**src/rtl/voice_allocator.sv**
```systemverilog
// rtl/voice_allocator.sv - polyphonic voice allocator driving DDS tuning words and ADSR key states
// Optional feature macro VOICE_STEAL_EN: steal the oldest voice instead of dropping when all are busy.
module voice_allocator #(
   parameter int NUM_VOICES   = 4,
   parameter int MIDI_CHANNEL = 0,
   parameter bit OMNI         = 1'b1
) (
   input  logic                     clk,
   input  logic                     reset,
   input  logic                     midi_byte_ready,
   input  logic [7:0]               midi_byte0,
   input  logic [7:0]               midi_byte1,
   input  logic [7:0]               midi_byte2,
   output logic [7:0]               lookup_note,
   input  logic [31:0]              lookup_code,
   output logic [32*NUM_VOICES-1:0] dds_frequency,
   output logic [NUM_VOICES-1:0]    key_state,
   output logic [NUM_VOICES-1:0]    voice_trigger,
   output logic                     busy,
   output logic                     steal
);
   localparam int AW = $clog2(NUM_VOICES);

   localparam logic [2:0] S_IDLE       = 3'd0;
   localparam logic [2:0] S_DECODE     = 3'd1;
   localparam logic [2:0] S_SEARCH_ON  = 3'd2;
   localparam logic [2:0] S_COMMIT     = 3'd3;
   localparam logic [2:0] S_SEARCH_OFF = 3'd4;

   logic [2:0]    state;
   logic [7:0]    status;
   logic [7:0]    velocity;
   logic [7:0]    note [NUM_VOICES];
   logic [AW-1:0] age  [NUM_VOICES];
   logic [AW-1:0] target;
   logic [AW-1:0] target_age;
   logic          target_valid;
   logic          target_steal;

   logic          hit_found, free_found;
   logic [AW-1:0] hit_idx, free_idx, hit_age, free_age;
`ifdef VOICE_STEAL_EN
   logic [AW-1:0] old_idx, old_age;
`endif

   assign busy = (state != S_IDLE);

   // lookup_note doubles as the captured note number for the whole event
   always_comb begin
      hit_found  = 1'b0;
      hit_idx    = '0;
      hit_age    = '0;
      free_found = 1'b0;
      free_idx   = '0;
      free_age   = '0;
`ifdef VOICE_STEAL_EN
      old_idx    = '0;
      old_age    = age[0];
`endif
      for (int v = 0; v < NUM_VOICES; v++) begin
         if (!hit_found && key_state[v] && note[v] == lookup_note) begin
            hit_found = 1'b1;
            hit_idx   = AW'(v);
            hit_age   = age[v];
         end
         if (!free_found && !key_state[v]) begin
            free_found = 1'b1;
            free_idx   = AW'(v);
            free_age   = age[v];
         end
`ifdef VOICE_STEAL_EN
         if (age[v] > old_age) begin
            old_age = age[v];
            old_idx = AW'(v);
         end
`endif
      end
   end

   always_ff @(posedge clk or posedge reset) begin
      if (reset) begin
         state         <= S_IDLE;
         status        <= '0;
         velocity      <= '0;
         lookup_note   <= '0;
         dds_frequency <= '0;
         key_state     <= '0;
         voice_trigger <= '0;
         steal         <= 1'b0;
         target        <= '0;
         target_age    <= '0;
         target_valid  <= 1'b0;
         target_steal  <= 1'b0;
         for (int v = 0; v < NUM_VOICES; v++) begin
            note[v] <= '0;
            age[v]  <= '0;
         end
      end else begin
         voice_trigger <= '0;
         steal         <= 1'b0;
         case (state)
            S_IDLE: begin
               if (midi_byte_ready) begin
                  status      <= midi_byte0;
                  lookup_note <= midi_byte1;
                  velocity    <= midi_byte2;
                  state       <= S_DECODE;
               end
            end
            S_DECODE: begin
               if (!OMNI && status[3:0] != 4'(MIDI_CHANNEL))
                  state <= S_IDLE;
               else if (status[7:4] == 4'h9 && velocity != 8'd0)
                  state <= S_SEARCH_ON;
               else if (status[7:4] == 4'h8 || status[7:4] == 4'h9)
                  state <= S_SEARCH_OFF;
               else
                  state <= S_IDLE;
            end
            S_SEARCH_ON: begin
               if (hit_found) begin
                  target       <= hit_idx;
                  target_age   <= hit_age;
                  target_valid <= 1'b1;
                  target_steal <= 1'b0;
               end else if (free_found) begin
                  target       <= free_idx;
                  target_age   <= free_age;
                  target_valid <= 1'b1;
                  target_steal <= 1'b0;
               end else begin
`ifdef VOICE_STEAL_EN
                  target       <= old_idx;
                  target_age   <= old_age;
                  target_valid <= 1'b1;
`else
                  target_valid <= 1'b0;
`endif
                  target_steal <= 1'b1;
               end
               state <= S_COMMIT;
            end
            S_COMMIT: begin
               if (target_valid) begin
                  for (int v = 0; v < NUM_VOICES; v++) begin
                     if (AW'(v) == target) begin
                        dds_frequency[32*v +: 32] <= lookup_code;
                        note[v]          <= lookup_note;
                        key_state[v]     <= 1'b1;
                        voice_trigger[v] <= 1'b1;
                        age[v]           <= '0;
                     end else if (age[v] < target_age) begin
                        age[v] <= age[v] + AW'(1);
                     end
                  end
               end
               // without stealing this same pulse reports a dropped note-on
               steal <= target_steal;
               state <= S_IDLE;
            end
            S_SEARCH_OFF: begin
               for (int v = 0; v < NUM_VOICES; v++) begin
                  if (key_state[v] && note[v] == lookup_note)
                     key_state[v] <= 1'b0;
               end
               state <= S_IDLE;
            end
            default: state <= S_IDLE;
         endcase
      end
   end
endmodule

```
**config.mk**
```make
export PLATFORM = sky130hd
export DESIGN_NAME = voice_allocator
export DESIGN_NICKNAME = d
export VERILOG_FILES = /design/src/rtl/voice_allocator.sv
export SDC_FILE = /design/constraint.sdc
export NUM_CORES = 1
export LEC_CHECK = 0
export ABC_CLOCK_PERIOD_IN_PS = 22700
export CAP_MARGIN = 15
export CORE_AREA = 4 4 127 129
export DETAILED_ROUTE_END_ITERATION = 7
export DIE_AREA = 0 0 131 133
export PLACE_DENSITY = 0.85
export SLEW_MARGIN = 5
export SYNTH_ARGS = -nofsm -noshare
export SYNTH_HDL_FRONTEND = slang
export SYNTH_SLANG_ARGS = --single-unit
```
**constraint.sdc**
```tcl
create_clock -name clk -period 22.7 [get_ports clk]
set_input_delay 6.81 -clock clk [delete_from_list [all_inputs] [get_ports clk]]
set_output_delay 6.81 -clock clk [all_outputs]
set_load 0.01 [all_outputs]
```
=== After elaboration in Yosys (flattened, before gate mapping) ===
Cells that the tools add are included.
W data, S select, Z words.

* Muxes and demuxes: 41
* Equality and inequality tests: 23
* Reductions and logical operators: 39

{| class="wikitable"
|+ Operators with widths
! cell !! number
|-
| $eq A8 B8 Y1 || 4
|-
| $mux W1 || 27
|-
| $ne A2 B2 Y1 const B || 10
|-
| $reduce_and A4 Y1 || 4
|-
| $logic_and A1 B1 Y1 || 14
|-
| $mux W2 || 6
|-
| $mux W4 || 3
|-
| $reduce_and A3 Y1 || 4
|-
| $mux W3 || 3
|-
| $pmux W3 S3 || 1
|-
| $eq A4 B4 Y1 const B || 2
|-
| $logic_not A1 Y1 || 8
|-
| $pmux W4 S2 || 1
|-
| $reduce_bool A8 Y1 || 1
|-
| $eq A3 B2 Y1 const B || 2
|-
| $eq A2 B2 Y1 const A || 2
|-
| $reduce_and A2 Y1 || 2
|-
| $reduce_bool A2 Y1 || 2
|-
| $eq A3 B1 Y1 const B || 1
|-
| $eq A3 B3 Y1 const B || 1
|-
| $logic_not A3 Y1 || 1
|-
| $reduce_bool A3 Y1 || 1
|-
| $eq A1 B2 Y1 const A || 1
|-
| $logic_not A2 Y1 || 1
|-
| $logic_or A1 B1 Y1 || 1
|}

* Logic and storage cells: 124
* Input bits: 59
* Flip-flop bits (word level): 200
* Output and inout bits: 146

=== Longest topological paths before layout ===
* Word-level depth: 17
* Depth in mapped cells: 7
* Gate-level depth less buffers: 6

=== Worst setup path after synthesis ===
OpenSTA, ideal clock, no wires.

* Kind: reg-to-output
* Start: register state[1]
* End: output port busy
* Data arrival time: 0.808 ns
* Data required time: 15.890 ns
* Path buffers: 0
* Path slack: 15.082 ns
* Stages on the path, launching flop included: 2
* Cells stage by stage: dfrtp_1 > or3_1

* Cells in the longest elaborated chain, start to end: 1

{| class="wikitable"
|+ RTL lines
! item !! line !! RTL
|-
| from (decl) || 30 || <nowiki>logic [2:0] state;</nowiki>
|-
| from (signal assigned) || 82 || <nowiki>state <= S_IDLE;</nowiki>
|-
| from (signal assigned) || 107 || <nowiki>state <= S_DECODE;</nowiki>
|-
| from (signal assigned) || 112 || <nowiki>state <= S_IDLE;</nowiki>
|-
| $reduce_bool A3 Y1 || 46 || <nowiki>assign busy = (state != S_IDLE);</nowiki>
|-
| to (decl) || 19 || <nowiki>output logic busy,</nowiki>
|}

No other way between the ends.

=== Final worst setup path ===
Same ends and word-level chain as after synthesis.

==> results by group <==
Place
  – DP Cell Count: slightly below 900
  – Number of buffers inserted by port buffering: 200
  – Worst setup timing slack at the placement stage: roughly 14 ns
  – Dpl cell area: between 9000 and 10,000 µm²
  – Weighted congestion reported at the end of routability-driven placement: ~0.80
  – Detailed placer's ending HPWL: ~12 mm

Setup path
  – Worst Path Buf+Inv: 1
  – CP max stage cell: clkdlybuf4s50_1
  – Sequence of cells on the critical path: or3_1, clkdlybuf4s50_1
  – Required time of the worst setup path: 15.89 ns
  – Worst stage delay on the critical path: 0.50 ns
  – CP max FO: 7
  – Arrival time of the worst setup path: roughly 1.8 ns
  – Largest delay contributor family on the critical path: buffers and inverters
  – Kind of capture point of the worst setup path: output port
  – Category of the worst setup path launch point: register
  – Worst Setup Path Type: register to output port

Synthesis
  – Compound-cell area share of the yosys netlist: under 10%
  – Number of synthesized register bits: just under 200
  – Combined area of all synthesized cells: 7870 µm²
  – Cell count after synthesis: around 500
  – Arithmetic-cell share of the synthesized area counting full adders, half adders and majority gates: 0%
  – Yosys cell types: 32
  – Share of cell area taken by muxes after synthesis: roughly 26%
  – Commonest cells in the synthesized netlist: dfrtp_1, mux2_2, xnor2_1
  – Syn avg cell area: 15.65 µm²
  – Sequential element share of the synthesized area: roughly 62%
  – Share of flip-flops with an asynchronous set or reset: between 90% and 100%
  – Simple logic cell fraction of the synthesized area: under 10%
  – Number of warnings issued by yosys: 0
  – Total nets after synthesis: about 560
  – Share of Yosys cell area claimed by the top area cell type: between 60% and 70%
  – Number of enable flip-flop cells after synthesis: 0
  – Dominant register cell in the synthesized netlist: dfrtp_1
  – Dominant combinational cell family by area after synthesis: multiplexers
  – Top cells by area in the synthesized netlist: dfrtp_1, mux2_2, xnor2_1, buf_6, mux2_1
  – Biggest area consumer among synthesized cells: dfrtp_1
  – Synthesized-area fraction occupied by xor and xnor cells: around 3.6%
  – Most common cell in the synthesized netlist: dfrtp_1

Clock network
  – Number of hold buffers added after cts: 0
  – Clock-pin transition on the worst setup and hold timing paths: 0.07 ns
  – Post-CTS repair timing setup buffer count: 0
  – Post-CTS resize count: 0
  – H-tree depth: 4
  – Clock Root Buffer: clkbuf_16
  – TritonCTS clock tree: built
  – Number of clock sinks seen by CTS: 196
  – Insertion delay of the later-clocked pin in the worst-skew pair: about 0.43 ns
  – Cts bufs inserted: 17
  – Clock Tree Buf Depth: 2

GRT
  – Initial antenna violation count: 0
  – Wire length of the first global-routing pass: around 28 mm
  – Leftover overflow at the end of global routing: 0
  – Gr usage total: between 20% and 30%
  – Largest net degree at the start of global routing: 114
  – Number of global-route vias before repair: 5,235

Timing
  – Unrepaired setup endpoints after global routing: false
  – Actual transition at the worst max-transition pin: 1.085 ns
  – Final worst-path setup slack: 14.13 ns
  – Headroom to the max-slew limit: 27.44%
  – Pins over their slew limit: 0
  – Min cycle time layout: 8.570 ns
  – Endpoints failing hold: 0
  – Final setup vio count: 0
  – Highest Clock Rate: roughly 120 MHz
  – Total negative setup slack: 0 ns
  – Period utilization: between 30% and 40%
  – Post-Route Skew: a little over 0.01 ns

Cells and area
  – Non-filler cells in the finished layout: just over 900
  – Number of antenna diodes: 0
  – Share of post-route cells with drive strength above 1: ~31%
  – Area growth from synthesis to final layout: 33.93%
  – Final instance area: 10,540 µm²
  – Total Nets Final: approximately 760

Min path
  – HP Class: register to register

Drt
  – Detailed Route WL: about 17 mm
  – Router iterations before antenna repair: 4
  – Via count normalized by instance count: roughly 5.3
  – Starting DRC count in detailed routing: about 180
  – Detail Route Antenna Nets: 0
  – Routed wire length per instance: roughly 19 µm
  – Total via count in the routed design: approximately 4.8k
  – Remaining DRCs: 0

Power
  – Highest ir drop seen on vdd: 0.00005597 V
  – Cell Pwr Density: 99.02 nW/µm²
  – Lkg Pwr: between 4 and 5 nW

Die
  – Site Rows: 45
  – Number of top-level pins: 205
  – Die boundary height: between 100 and 150 µm
  – Width of the die: 131 µm
  – Starting Density: approximately 52%
  – Core Box Area: 15,030 µm²
  – Die footprint: 17,420 µm²

Run status
  – Outcome: complete, no violations

Job
  – Maximum capacitance violations: 0
## cell usage in the layout, fill, tap and decap left out, types with 2 or more instances in the layout
cell type,synthesis,layout
a21o_1,2,2
a21oi_1,4,4
and2_1,2,2
buf_4,3,6
clkbuf_16,0,17
clkdlybuf4s50_1,0,200
clkinv_4,0,6
clkinvlp_4,0,2
dfrtp_1,196,196
inv_1,5,4
inv_6,0,4
inv_8,0,2
mux2_1,9,9
mux2_2,171,171
nand2_1,13,13
nand3_1,5,5
nand4_1,4,4
nor2_1,5,4
nor3_1,5,5
nor3_4,4,4
nor4_1,2,2
o21a_1,3,3
o21ai_0,3,3
or3_1,2,2
xnor2_1,31,31
## worst paths after layout
path | start | to | slack (ns) | cells after the start
setup / recovery | state[1] | busy | 14.13 | 2
hold / removal | target_steal | target_steal | 0.47 | 2
setup reg to reg | state[2] | dds_frequency[55] | 20.02 | 5
hold reg to reg | target_steal | target_steal | 0.47 | 2
max in group asynchronous | reset | dds_frequency[96] | 14.47 | 4
min in group asynchronous | reset | dds_frequency[16] | 6.95 | 2
## where the power goes
| group | switching (mW) | total [mW] | internal, mW |
|---|---|---|---|
| Sequential | 0.0632 | 0.480 | 0.416 |
| Combinational | 0.106 | 0.274 | 0.168 |
| Clock | 0.136 | 0.290 | 0.154 |
| Total | 0.305 | 1.04 | 0.739 |
## per-layer routing
layer	global-route usage, %	up-vias	wire [µm]
li1	-	2165	-
met1	25.70	2438	7157
met2	34.14	127	8758
met3	7.025	30	1115
met4	7.314	0	348
met5	0	-	0
## metrics by stage
step                hold slack (ns)  power (mW)  utilization, %
floorplan                    0.4341      0.6304               -
global placement             0.4517      0.7477           66.06
detailed placement           0.4560      0.7625           66.06
CTS                          0.4732       1.056           69.88
global route                 0.4971       1.099           70.11
finish                       0.4696       1.044           70.11
## flip-flops by register name, summed over array words and instances (netlist names)
signal / flops
dds_frequency: 128
key_state: 4
lookup_note: 8
note: 32
state: 3
status: 4
steal: 1
target: 2
target_steal: 1
target_valid: 1
velocity: 8
voice_trigger: 4
## worst register-to-register path: stages, from the launching register on
cell	delay (ns)
dfrtp_1	0.42
and3b_1	0.30
nand2_4	0.11
nor3_4	0.84
buf_4	0.50
mux2_2	0.40
## cell type report
type,instances,area [µm²]
clock buffer,17,425.4
sequential,196,4905
fill,992,4493
tap,188,235.2
clock inverter,15,148.9
multi-input combinational,276,2718
inverter,5,26.28
timing repair buffer,208,2082
## cell families (layout without fill, tap and decap cells)
family	after synthesis	count (layout)
DFF	196	196
and+or+nand+nor	48	48
muxes	181	181
AOI/OAI and AO/OA	15	15
buffers and inverters	31	245
xor gates and xnor gates	32	32
Note: power is estimated with default switching activity, not from simulation.
==> edit: new RTL, config.mk and constraints unchanged <==
The parameter `NUM_VOICES` goes from 4 to 2.
--- a/src/rtl/voice_allocator.sv
+++ b/src/rtl/voice_allocator.sv
@@ -3,3 +3,3 @@
 module voice_allocator #(
-   parameter int NUM_VOICES   = 4,
+   parameter int NUM_VOICES   = 2,
    parameter int MIDI_CHANNEL = 0,
Interface: changed (resized dds_frequency, key_state and voice_trigger); port bits go from 205 to 137. No check against the original RTL was run, so the function may have changed too.
==> edit against the unedited design <==
- setup slack improved by 30 ps
- non-clock buffer count fell by 73
- clock power fell by 38%
- total power fell by 23%
- area after synthesis fell by 44%
- wire length fell by 47%
- utilization fell by 28 points
- sequential cell count fell by 85
- worst hold slack got worse by 3.1 ps
- cell area fell by 41%
- critical path type unchanged
- largest power group unchanged
==> edit: results (changes against the unedited design) <==
[placed_design]
dp_hpwl_um=6640  ; -44%
finalWeightedCongestion=0.753  ; -5.5%
placement.io_buffers=132  ; -34%

[clocking]
clock_tree.htree_level_count=3  ; -1
resized_gates_after_cts=0  ; unchanged
cts.reportedPaths.clkPinSlew_ps=70  ; about the same
cts_inserted_buffers=9  ; -8
clk_latency_ps=340  ; -90 ps
clockRootBuffer=sky130_fd_sc_hd__clkbuf_16
max-clock-path-buffers=2  ; unchanged
cts_setup_buffers=0  ; unchanged

[hold_path]
worst_hold_path_type=reg2reg

[logic_synthesis]
syn_area_mm2=0.00442  ; -44%
synth.yosys.seq_area_share=0.628  ; +0.00497
synth_async_sr_flop_share=1.00  ; unchanged
synth.lib_cells_used.distinct=32  ; unchanged
netlist_top_cells_count=111 x sky130_fd_sc_hd__dfrtp_1, 98 x sky130_fd_sc_hd__mux2_2, 9 x sky130_fd_sc_hd__xnor2_1
net_count_after_synthesis=341  ; -39%
yosys_warnings=0  ; unchanged
ys_top_cells_by_area=sky130_fd_sc_hd__dfrtp_1 63%, sky130_fd_sc_hd__mux2_2 25%, sky130_fd_sc_hd__xnor2_1 1.8%

[critical_path]
cpLargestDelayFamily=buffers and inverters
slowest_stage_cell_on_the_critical_path=sky130_fd_sc_hd__clkdlybuf4s50_1
arrival_time_of_data_at_the_critical_path_endpoint_ps=1730  ; -30 ps
cp_max_fo=9  ; +2
critical_path.max_stage_delay_ps=520  ; +20 ps

[drt]
initialDrtViolationCount=67  ; -62%
drc=0  ; unchanged
routed-via-count=2770  ; -42%
wl_per_cell_um=15.0  ; -22%
dr.pass1.iters=4  ; unchanged

[layout]
antenna_cells_inserted=0  ; unchanged
layout_top_registers=dds_frequency (64), note (16)
design.final.nets=476  ; -38%
final_layout_size_suffix_gt1_frac=0.296  ; -0.00923

[timing]
fin_skew_ps=7.55  ; -2.77 ps
max_slew.worst_pin.slew_ps=822  ; -263 ps

[power_and_ir_drop]
peakVddDrop_mv=0.0628  ; +12%
leak_pwr_nw=2.69  ; -44%

[global_route]
global_route_wire_length_before_repair_um=15000  ; -47%
grt_start_max_net_pins=67  ; -41%
grt_use_total=0.109  ; -0.0996
number_of_global_route_vias_before_repair=3024  ; -42%
initial_antenna_violation_count=0  ; unchanged

[outcome]
status=finished clean

==> edit: changes by cell type after synthesis, moves of 6 or more <==
cell | unedited run | this run
sky130_fd_sc_hd__xnor2_1 | 31 | 9
sky130_fd_sc_hd__nand2_1 | 13 | 6
sky130_fd_sc_hd__mux2_2 | 171 | 98
sky130_fd_sc_hd__dfrtp_1 | 196 | 111
sky130_fd_sc_hd__buf_6 | 15 | 6
sky130_fd_sc_hd__mux2_1 | 9 | 2
sky130_fd_sc_hd__xor2_1 | 1 | 7
==> edit: routing by layer <==
layer / wire [um] / vias up / track usage
met2: 4580 / 95 / 0.181
met5: 0 / - / 0
met1: 3810 / 1400 / 0.132
met3: 576 / 11 / 0.0291
met4: 162 / 0 / 0.0457
li1: - / 1264 / -
==> edit: layout make-up <==
class / count / area, um2
inverter: 4 / 17.5
clock inverter: 6 / 108
tap: 188 / 235
fill: 1368 / 8780
multi-input combinational: 156 / 1540
sequential: 111 / 2780
timing repair buffer: 135 / 1340
clock buffer: 10 / 239
==> edit: kinds of logic after synthesis <==
group	synth area share
flops	0.628
buf+inv	0.0243
compound gates	0.0156
mux	0.255
simple gates	0.0456
xor+xnor	0.0317
==> edit: final timing paths <==
check / startpoint / slack [ps] / depth (start not counted) / end
min reg2reg: status[4] / 470 / 1 / state[2]
min: status[4] / 470 / 1 / state[2]
max: state[1] / 14160 / 2 / busy
max in group asynchronous: reset / 14580 / 3 / dds_frequency[36]
max reg2reg: state[2] / 20490 / 5 / dds_frequency[1]
min in group asynchronous: reset / 6880 / 2 / dds_frequency[14]
==> edit: per-stage QoR <==
| step | instance area (um2) | setup WS (ps) | total power [W] | hold WS [ps] | instances |
|---|---|---|---|---|---|
| after CTS | 6260 | 14130 | 0.000815 | 468 | 610 |
| after global routing | 6260 | 14090 | 0.000851 | 504 | 610 |
| after floorplan | 4420 | 12960 | 0.000476 | 433 | 282 |
| after detailed placement | 5910 | 14100 | 0.000633 | 458 | 594 |
| after global placement | 5910 | 14180 | 0.000619 | 450 | 594 |
| final | 6260 | 14160 | 0.000802 | 467 | 610 |
==> edit: power breakdown <==
group	switching (W)	internal, W
registers	0.0000565	0.000277
logic	0.000104	0.000186
clock network	0.0000684	0.000110
total	0.000229	0.000573
==> edit: worst register-to-register path, delay by kind of cell, from the launching register on <==
kind,cells,cell delay [ps]
flip-flops,1,400
AND/OR/NAND/NOR,3,830
multiplexers,1,390
buffers and inverters,1,460
